===== config.mk =====
export PLATFORM = sky130hd
export DESIGN_NAME = serial_cmp_ctrl
export DESIGN_NICKNAME = d
export VERILOG_FILES = /design/src/rtl/serial_cmp_ctrl.sv
export SDC_FILE = /design/constraint.sdc
export NUM_CORES = 1
export LEC_CHECK = 0
export CAP_MARGIN = 20
export CORE_MARGIN = 5
export CORE_UTILIZATION = 49
export DETAILED_ROUTE_END_ITERATION = 10
export PLACE_DENSITY_LB_ADDON = 0.15
export SLEW_MARGIN = 20
export SYNTH_ARGS = -nofsm -noshare
export SYNTH_HDL_FRONTEND = slang
export SYNTH_HIERARCHICAL = 1
export SYNTH_SLANG_ARGS = --single-unit

===== constraint.sdc =====
create_clock -name clk -period 2.8 [get_ports clk]
set_clock_uncertainty 0.1 [all_clocks]
set_input_delay 0.84 -clock clk [delete_from_list [all_inputs] [get_ports clk]]
set_output_delay 0.84 -clock clk [all_outputs]
set_load 0.05 [all_outputs]

===== src/rtl/serial_cmp_ctrl.sv =====
// Serial magnitude comparator: walks two WIDTH-bit operands MSB to LSB through
// one shared 1-bit compare cell, two passes (less, then greater) per bit.

module serial_cmp_cell (
    input  logic abit,
    input  logic bbit,
    input  logic chave,
    output logic hit
);
    // chave=0 asks "a<b" on this bit, chave=1 asks "a>b".
    assign hit = chave ? (abit & ~bbit) : (~abit & bbit);
endmodule

module serial_cmp_ctrl #(
    parameter int WIDTH = 8
) (
    input  logic             clk,
    input  logic             rst_n,
    input  logic             start,
    input  logic [WIDTH-1:0] a,
    input  logic [WIDTH-1:0] b,
    output logic             busy,
    output logic             done,
    output logic             lt,
    output logic             gt,
    output logic             eq,
    output logic             chave
);
    localparam int IW = (WIDTH > 1) ? $clog2(WIDTH) : 1;

    typedef enum logic [1:0] {
        IDLE   = 2'd0,
        CMP_LT = 2'd1,
        CMP_GT = 2'd2,
        DONE   = 2'd3
    } state_t;

    state_t           state;
    state_t           state_nxt;
    logic [WIDTH-1:0] opa;
    logic [WIDTH-1:0] opb;
    logic [IW-1:0]    idx;
    logic             cell_sel;
    logic             hit;

    assign cell_sel = (state == CMP_GT);

    serial_cmp_cell u_cell (
        .abit  (opa[idx]),
        .bbit  (opb[idx]),
        .chave (cell_sel),
        .hit   (hit)
    );

    // Status outputs decode the state register only, so no input reaches them
    // combinationally.
    assign busy  = (state == CMP_LT) || (state == CMP_GT);
    assign done  = (state == DONE);
    assign chave = cell_sel;

    always_comb begin
        // NOTE: default first so every path assigns state_nxt; no latch is inferred.
        state_nxt = state;
        case (state)
            IDLE:    if (start) state_nxt = CMP_LT;
            CMP_LT:  state_nxt = hit ? DONE : CMP_GT;
            CMP_GT:  state_nxt = (hit || (idx == '0)) ? DONE : CMP_LT;
            DONE:    state_nxt = IDLE;
            default: state_nxt = IDLE;
        endcase
    end

    // NOTE: sequential state uses non-blocking assignments so every register
    // samples pre-edge values regardless of statement order.
    always_ff @(posedge clk) begin
        if (!rst_n) begin
            state <= IDLE;
        end else begin
            state <= state_nxt;
        end
    end

    // Operand, index and result registers. A mid-scan reset clears the flags,
    // so an aborted compare never leaves a stale result.
    always_ff @(posedge clk) begin
        if (!rst_n) begin
            opa <= '0;
            opb <= '0;
            idx <= '0;
            lt  <= 1'b0;
            gt  <= 1'b0;
            eq  <= 1'b0;
        end else begin
            case (state)
                IDLE: begin
                    if (start) begin
                        opa <= a;
                        opb <= b;
                        idx <= IW'(WIDTH - 1);
                        lt  <= 1'b0;
                        gt  <= 1'b0;
                        eq  <= 1'b0;
                    end
                end
                CMP_LT: begin
                    if (hit) lt <= 1'b1;
                end
                CMP_GT: begin
                    if (hit) begin
                        gt <= 1'b1;
                    end else if (idx == '0) begin
                        eq <= 1'b1;
                    end else begin
                        idx <= idx - 1'b1;
                    end
                end
                default: ;
            endcase
        end
    end

endmodule


==> results of run 1 <==
-- report_power, final --
group,total (mW),switching (mW),internal (mW)
sequential,0.473,0.0660,0.407
combinational,0.518,0.304,0.214
clock,0.184,0.104,0.0793
-- cells in the mapped netlist (all sizes together) --
| library cell | instances | area, um2 |
|---|---|---|
| a211oi | 1 | 12.5 |
| a21boi | 1 | 7.51 |
| a21oi | 21 | 105 |
| a31oi | 1 | 6.26 |
| a32oi | 1 | 8.76 |
| and2 | 1 | 6.26 |
| and3 | 2 | 12.5 |
| buf | 4 | 25.0 |
| clkbuf | 2 | 7.51 |
| dfxtp | 24 | 480 |
| ha | 6 | 75.1 |
| inv | 5 | 18.8 |
| mux4 | 4 | 105 |
| nand2 | 44 | 165 |
| nand2b | 3 | 18.8 |
| nand3 | 1 | 5.00 |
| nand3b | 1 | 7.51 |
| nor2 | 3 | 11.3 |
| nor2b | 4 | 27.5 |
| nor3 | 3 | 15.0 |
| o211ai | 1 | 7.51 |
| o21a | 1 | 7.51 |
| o21ai | 2 | 10.0 |
| o22ai | 1 | 12.5 |
| o311a | 1 | 10.0 |
| o32ai | 2 | 17.5 |
-- layout make-up --
| type | count | area, um2 |
|---|---|---|
| Sequential cell | 24 | 480 |
| Clock buffer | 4 | 36.3 |
| Timing Repair Buffer | 27 | 258 |
| Multi-Input combinational cell | 105 | 654 |
| Inverter | 5 | 18.8 |
| Fill cell | 214 | 772 |
| Tap cell | 28 | 35.0 |
-- registers in the layout, summed over array words and instances (netlist names) --
signal,count
eq,1
lt,1
idx,3
gt,1
opa,8
opb,8
state,2
-- worst max-delay path, cell delays in order, from the launching register on --
cell             delay [ns]
dfxtp_1                0.44
ha_1                   0.18
clkdlybuf4s50_1        0.80
-- per-layer routing --
metal / vias to the layer above / part of all wire (%) / global-route usage (%)
met5: - / 0 / 0
met1: 467 / 44 / 19.1
li1: 532 / - / -
met2: 30 / 50 / 28.1
met4: 0 / 0.54 / 4.85
met3: 2 / 5.1 / 2.40
-- placed cells by master, fill, tap and decap left out --
cell type	count
a211oi_2	1
a21boi_0	1
a21oi_1	21
a31oi_1	1
a32oi_1	1
and2_1	1
and3_1	2
buf_4	5
clkbuf_4	3
clkbuf_8	1
clkdlybuf4s50_1	22
dfxtp_1	24
ha_1	6
inv_1	5
mux4_1	4
nand2_1	44
nand2b_1	3
nand3_1	1
nand3b_1	1
nor2_1	3
nor2b_1	3
nor2b_2	1
nor3_1	3
o211ai_1	1
o21a_1	1
o21ai_0	1
o21ai_1	1
o22ai_2	1
o311a_1	1
o32ai_1	2
-- metrics by stage --
stage | cell area (um2) | hold slack (ns)
after floorplan | 1190 | 0.332
after global placement | 1450 | 0.340
after detailed placement | 1450 | 0.344
after CTS | 1480 | 0.362
after global routing | 1480 | 0.385
final | 1480 | 0.361
-- kinds of logic (layout without fill, tap and decap cells) --
family                   Yosys count  after routing  share of synthesized area (%)
buffers and inverters             11             36                           4.32
flip-flops                        24             24                           40.5
AO/OA/AOI/OAI                     33             33                           17.3
AND/OR/NAND/NOR                   62             62                           22.7
adder cells (fa/ha/maj)            6              6                           6.33
multiplexers                       4              4                           8.86
-- path summary, 6_finish.rpt --
kind / endpoint / from / slack [ns]
min reg2reg: opa[2] / opa[2] / 0.36
max reg2reg: idx[0] / idx[1] / 0.38
min: opa[2] / opa[2] / 0.36
max: done / state[1] / 0.14
==> flow_summary.toml, run 1 <==
[clocking]
root_buffer = "clkbuf_4"
ctsLongestPathBuffers = 2
hold_buffers = 0
numCtsBuffers = 3
htree_num_levels = 1
cts_tree = "yes"
postCtsSetupRepairBufs = 0
cts_sinks = 24
clk_latency_ns = 0.31
clk_pin_slew_worst_paths_ns = 0.12
cts_resized = 0

[power]
fin_total_pwr_mw = 1.17
pwr_density_cell_nw_per_um2 = 792
p_leak_nw = 0.587
peakVddDrop_mv = 0.468

[final_layout]
post-route-util_pct = 65.8
drive_gt1_share_pct = 7.27
layoutNonFillerInstCount = 193
syn2layout_area_growth_pct = 25.0
antenna_cells = 0
nets = 191

[synth]
yosys_register_bits = 24
ys_warn_count = 6
synth_area_um2 = 1190
syn_inst = 140
ys_seq_area_share_pct = 40.5
synth.distinct_cells = 29
syn_nets = 165
syn_avg_cell_area_um2 = 8.47

[global_route]
grt_max_degree = 19
grt_pass1_wl_um = 4300
grt_usage_pct = 15.7
grt_pass1_vias = 991
globalRouteOverflowTotal = 0
antenna_found_initial = 0

[timing]
setup_viol = 0
rsz0062_at_grt = "no"
hold_viol = 0
fin_setup_tns_ns = 0
finalCriticalPeriod_ns = 2.66
slew_headroom_pct = 62.6
drv_slew = 0
fin_ws_ns = 0.142
fmax_ghz = 0.376
worst_pin_slew_ns = 0.559
period_share_pct = 94.9

[critical_path]
worstSetupPathType = "flop to output port"
worstSetupEndpointType = "output port"
worstPathArrival_ns = 1.72
cp-start-kind = "flop"
worstPathMaxFanout = 6
crit_required_ns = 1.86
reg2reg_depth = 8

[die]
placementRows = 17
die_area_um2 = 3500
die_y_um = 59.2
start_util_pct = 52.6
coreArea_um2 = 2250
io_pins = 25
die_w_um = 59.2

[drt]
ant_nets = 0
routed_wl_um = 2580
drtIter0Drc = 15
avgViaCountPerCell = 5.34
drc = 0
dr.pass1.iters = 4
vias = 1031
wl_per_cell_um = 13.4

[min_path]
min_path_type = "flop to flop"
min_path_cells = 2

[place]
dp_hpwl_um = 1900
io_buffers = 24
place_ws_ns = 0.449
place_congestion = 0.743
placed_cells = 189

[run_status]
status = "complete, no violations"

[flow_run]
cap_violations = 0
No activity file was read; power rests on OpenSTA's default activity.
==> run 2: changes to the inputs <==
--- a/config.mk
+++ b/config.mk
@@ -6,7 +6,7 @@
 export NUM_CORES = 1
 export LEC_CHECK = 0
 export CAP_MARGIN = 20
-export CORE_MARGIN = 5
+export CORE_MARGIN = 2
 export CORE_UTILIZATION = 49
 export DETAILED_ROUTE_END_ITERATION = 10
 export PLACE_DENSITY_LB_ADDON = 0.15
==> flow_summary.toml, run 2 (synthesis gave the netlist of run 1 again) <==
[critical_path]
crit_required_ns = 1.86
reg2reg_from = "idx[1]"
worstSetupEndpointType = "output port"
reg2reg_depth = 8
cp-start-kind = "flop"
r2r_setup_slack_ns = 0.38
worstPathArrival_ns = 1.74
worstSetupPathType = "flop to output port"
worstPathMaxFanout = 6
r2r-end = "idx[1]"

[die]
die_w_um = 53.2
die_y_um = 53.2
start_util_pct = 52.6
coreArea_um2 = 2250
die_area_um2 = 2830
placementRows = 17
io_pins = 25

[final_layout]
layout_commonest_cell = "nand2_1"
nFillCells = 200
antenna_cells = 0
syn2layout_area_growth_pct = 25.0
layout_common_cells = "nand2_1 (44), dfxtp_1 (24), clkdlybuf4s50_1 (22)"
nets = 191
top_regs = "opa (8), opb (8), idx (3)"
drive_gt1_share_pct = 7.27

[global_route]
grt_pass1_wl_um = 4160
grt_util_met2_pct = 34.2
grt_max_degree = 19
antenna_found_initial = 0
grt_pass1_vias = 960
use_met1_pct = 25.7
grt_usage_pct = 20.5
globalRouteOverflowTotal = 0
busiest_layer = "met2"
grtUsageMet3_pct = 2.54

[drt]
ant_nets = 0
drtIter0Drc = 17
dr.pass1.iters = 4
avgViaCountPerCell = 5.59
wl_per_cell_um = 13.2
drc = 0
vias = 1078
routed_wl_um = 2540

[min_path]
hp-start = "opb[7]"
min_to = "opb[7]"
min_path_cells = 2
min_path_type = "flop to flop"

[timing]
slew_headroom_pct = 61.9
finalCriticalPeriod_ns = 2.68
setup_viol = 0
fmax_ghz = 0.373
hold_viol = 0
worst_pin_slew_ns = 0.569
rsz0062_at_grt = "no"
drv_slew = 0
period_share_pct = 95.6
fin_setup_tns_ns = 0

[power]
p_leak_nw = 0.587
seq_power_share_pct = 40.0
sw_frac_of_total_pct = 40.5
pwr_density_cell_nw_per_um2 = 794
fin_total_pwr_mw = 1.18
combPwrFrac_pct = 44.5
switchingPower_uw = 477
clkPwrFrac_pct = 15.6
peakVddDrop_mv = 0.482
internal-power_uw = 700

[clocking]
postCtsSetupRepairBufs = 0
htree_num_levels = 1
root_buffer = "clkbuf_4"
clk_latency_ns = 0.32
cts_tree = "yes"
cts_resized = 0
ctsLongestPathBuffers = 2
clk_pin_slew_worst_paths_ns = 0.13
numCtsBuffers = 3
hold_buffers = 0
cts_sinks = 24

[flow_run]
cap_violations = 0

[place]
place_congestion = 0.779
io_buffers = 24
dp_hpwl_um = 1880

[run_status]
status = "complete, no violations"
run 2: cell counts in the layout (fill, tap and decap cells not counted):
No cell type changed its count.
run 2: metrics by stage:
| stage | cell area (um2) | utilization (%) | worst slack [ns] | hold WS [ns] | cells |
|---|---|---|---|---|---|
| floorplan | 1190 | - | 0.634 | 0.332 | 140 |
| global placement | 1450 | 64.2 | 0.491 | 0.339 | 189 |
| detailed placement | 1450 | 64.2 | 0.402 | 0.345 | 189 |
| CTS | 1480 | 65.8 | 0.111 | 0.363 | 193 |
| global route | 1480 | 65.8 | 0.0209 | 0.385 | 193 |
| finish | 1480 | 65.8 | 0.122 | 0.362 | 193 |
run 2: critical path: stages, from the launching register on:
cell and delay (ns):
dfxtp_1 0.45, ha_1 0.18, clkdlybuf4s50_1 0.79
run 2: routing by layer:
metal / routed length (um) / up-vias / share of wire (%)
li1: - / 538 / -
met1: 1080 / 508 / 43
met2: 1290 / 25 / 51
met3: 109 / 7 / 4.3
met4: 61 / 0 / 2.4
met5: 0 / - / 0
run 2: power by group through the flow:
stage                     Sequential (mW)  Clock, mW  Combinational (mW)
final                               0.470      0.183               0.523
after global placement              0.476          0               0.500
after CTS                           0.470      0.188               0.524
after floorplan                     0.462          0               0.407
after global routing                0.483      0.203               0.574
after detailed placement            0.479          0               0.520
run 2: worst max path at each step:
stage	startpoint	end	cells after the start
after CTS	state[1]	done	2
after detailed placement	start	idx[2]	4
after floorplan	idx[1]	idx[1]	9
after global placement	state[1]	done	2
after global routing	state[1]	done	2
final	state[1]	done	2
run 2: final cells by class:
type                    instances  area, um2  area share, %
repair buffers                 27        258           17.4
flip-flops and latches         24        480           32.4
multi-input cells             105        654           44.1
clock buffers                   4       36.3           2.45
well taps                      28       35.0           2.36
inverters                       5       18.8           1.27
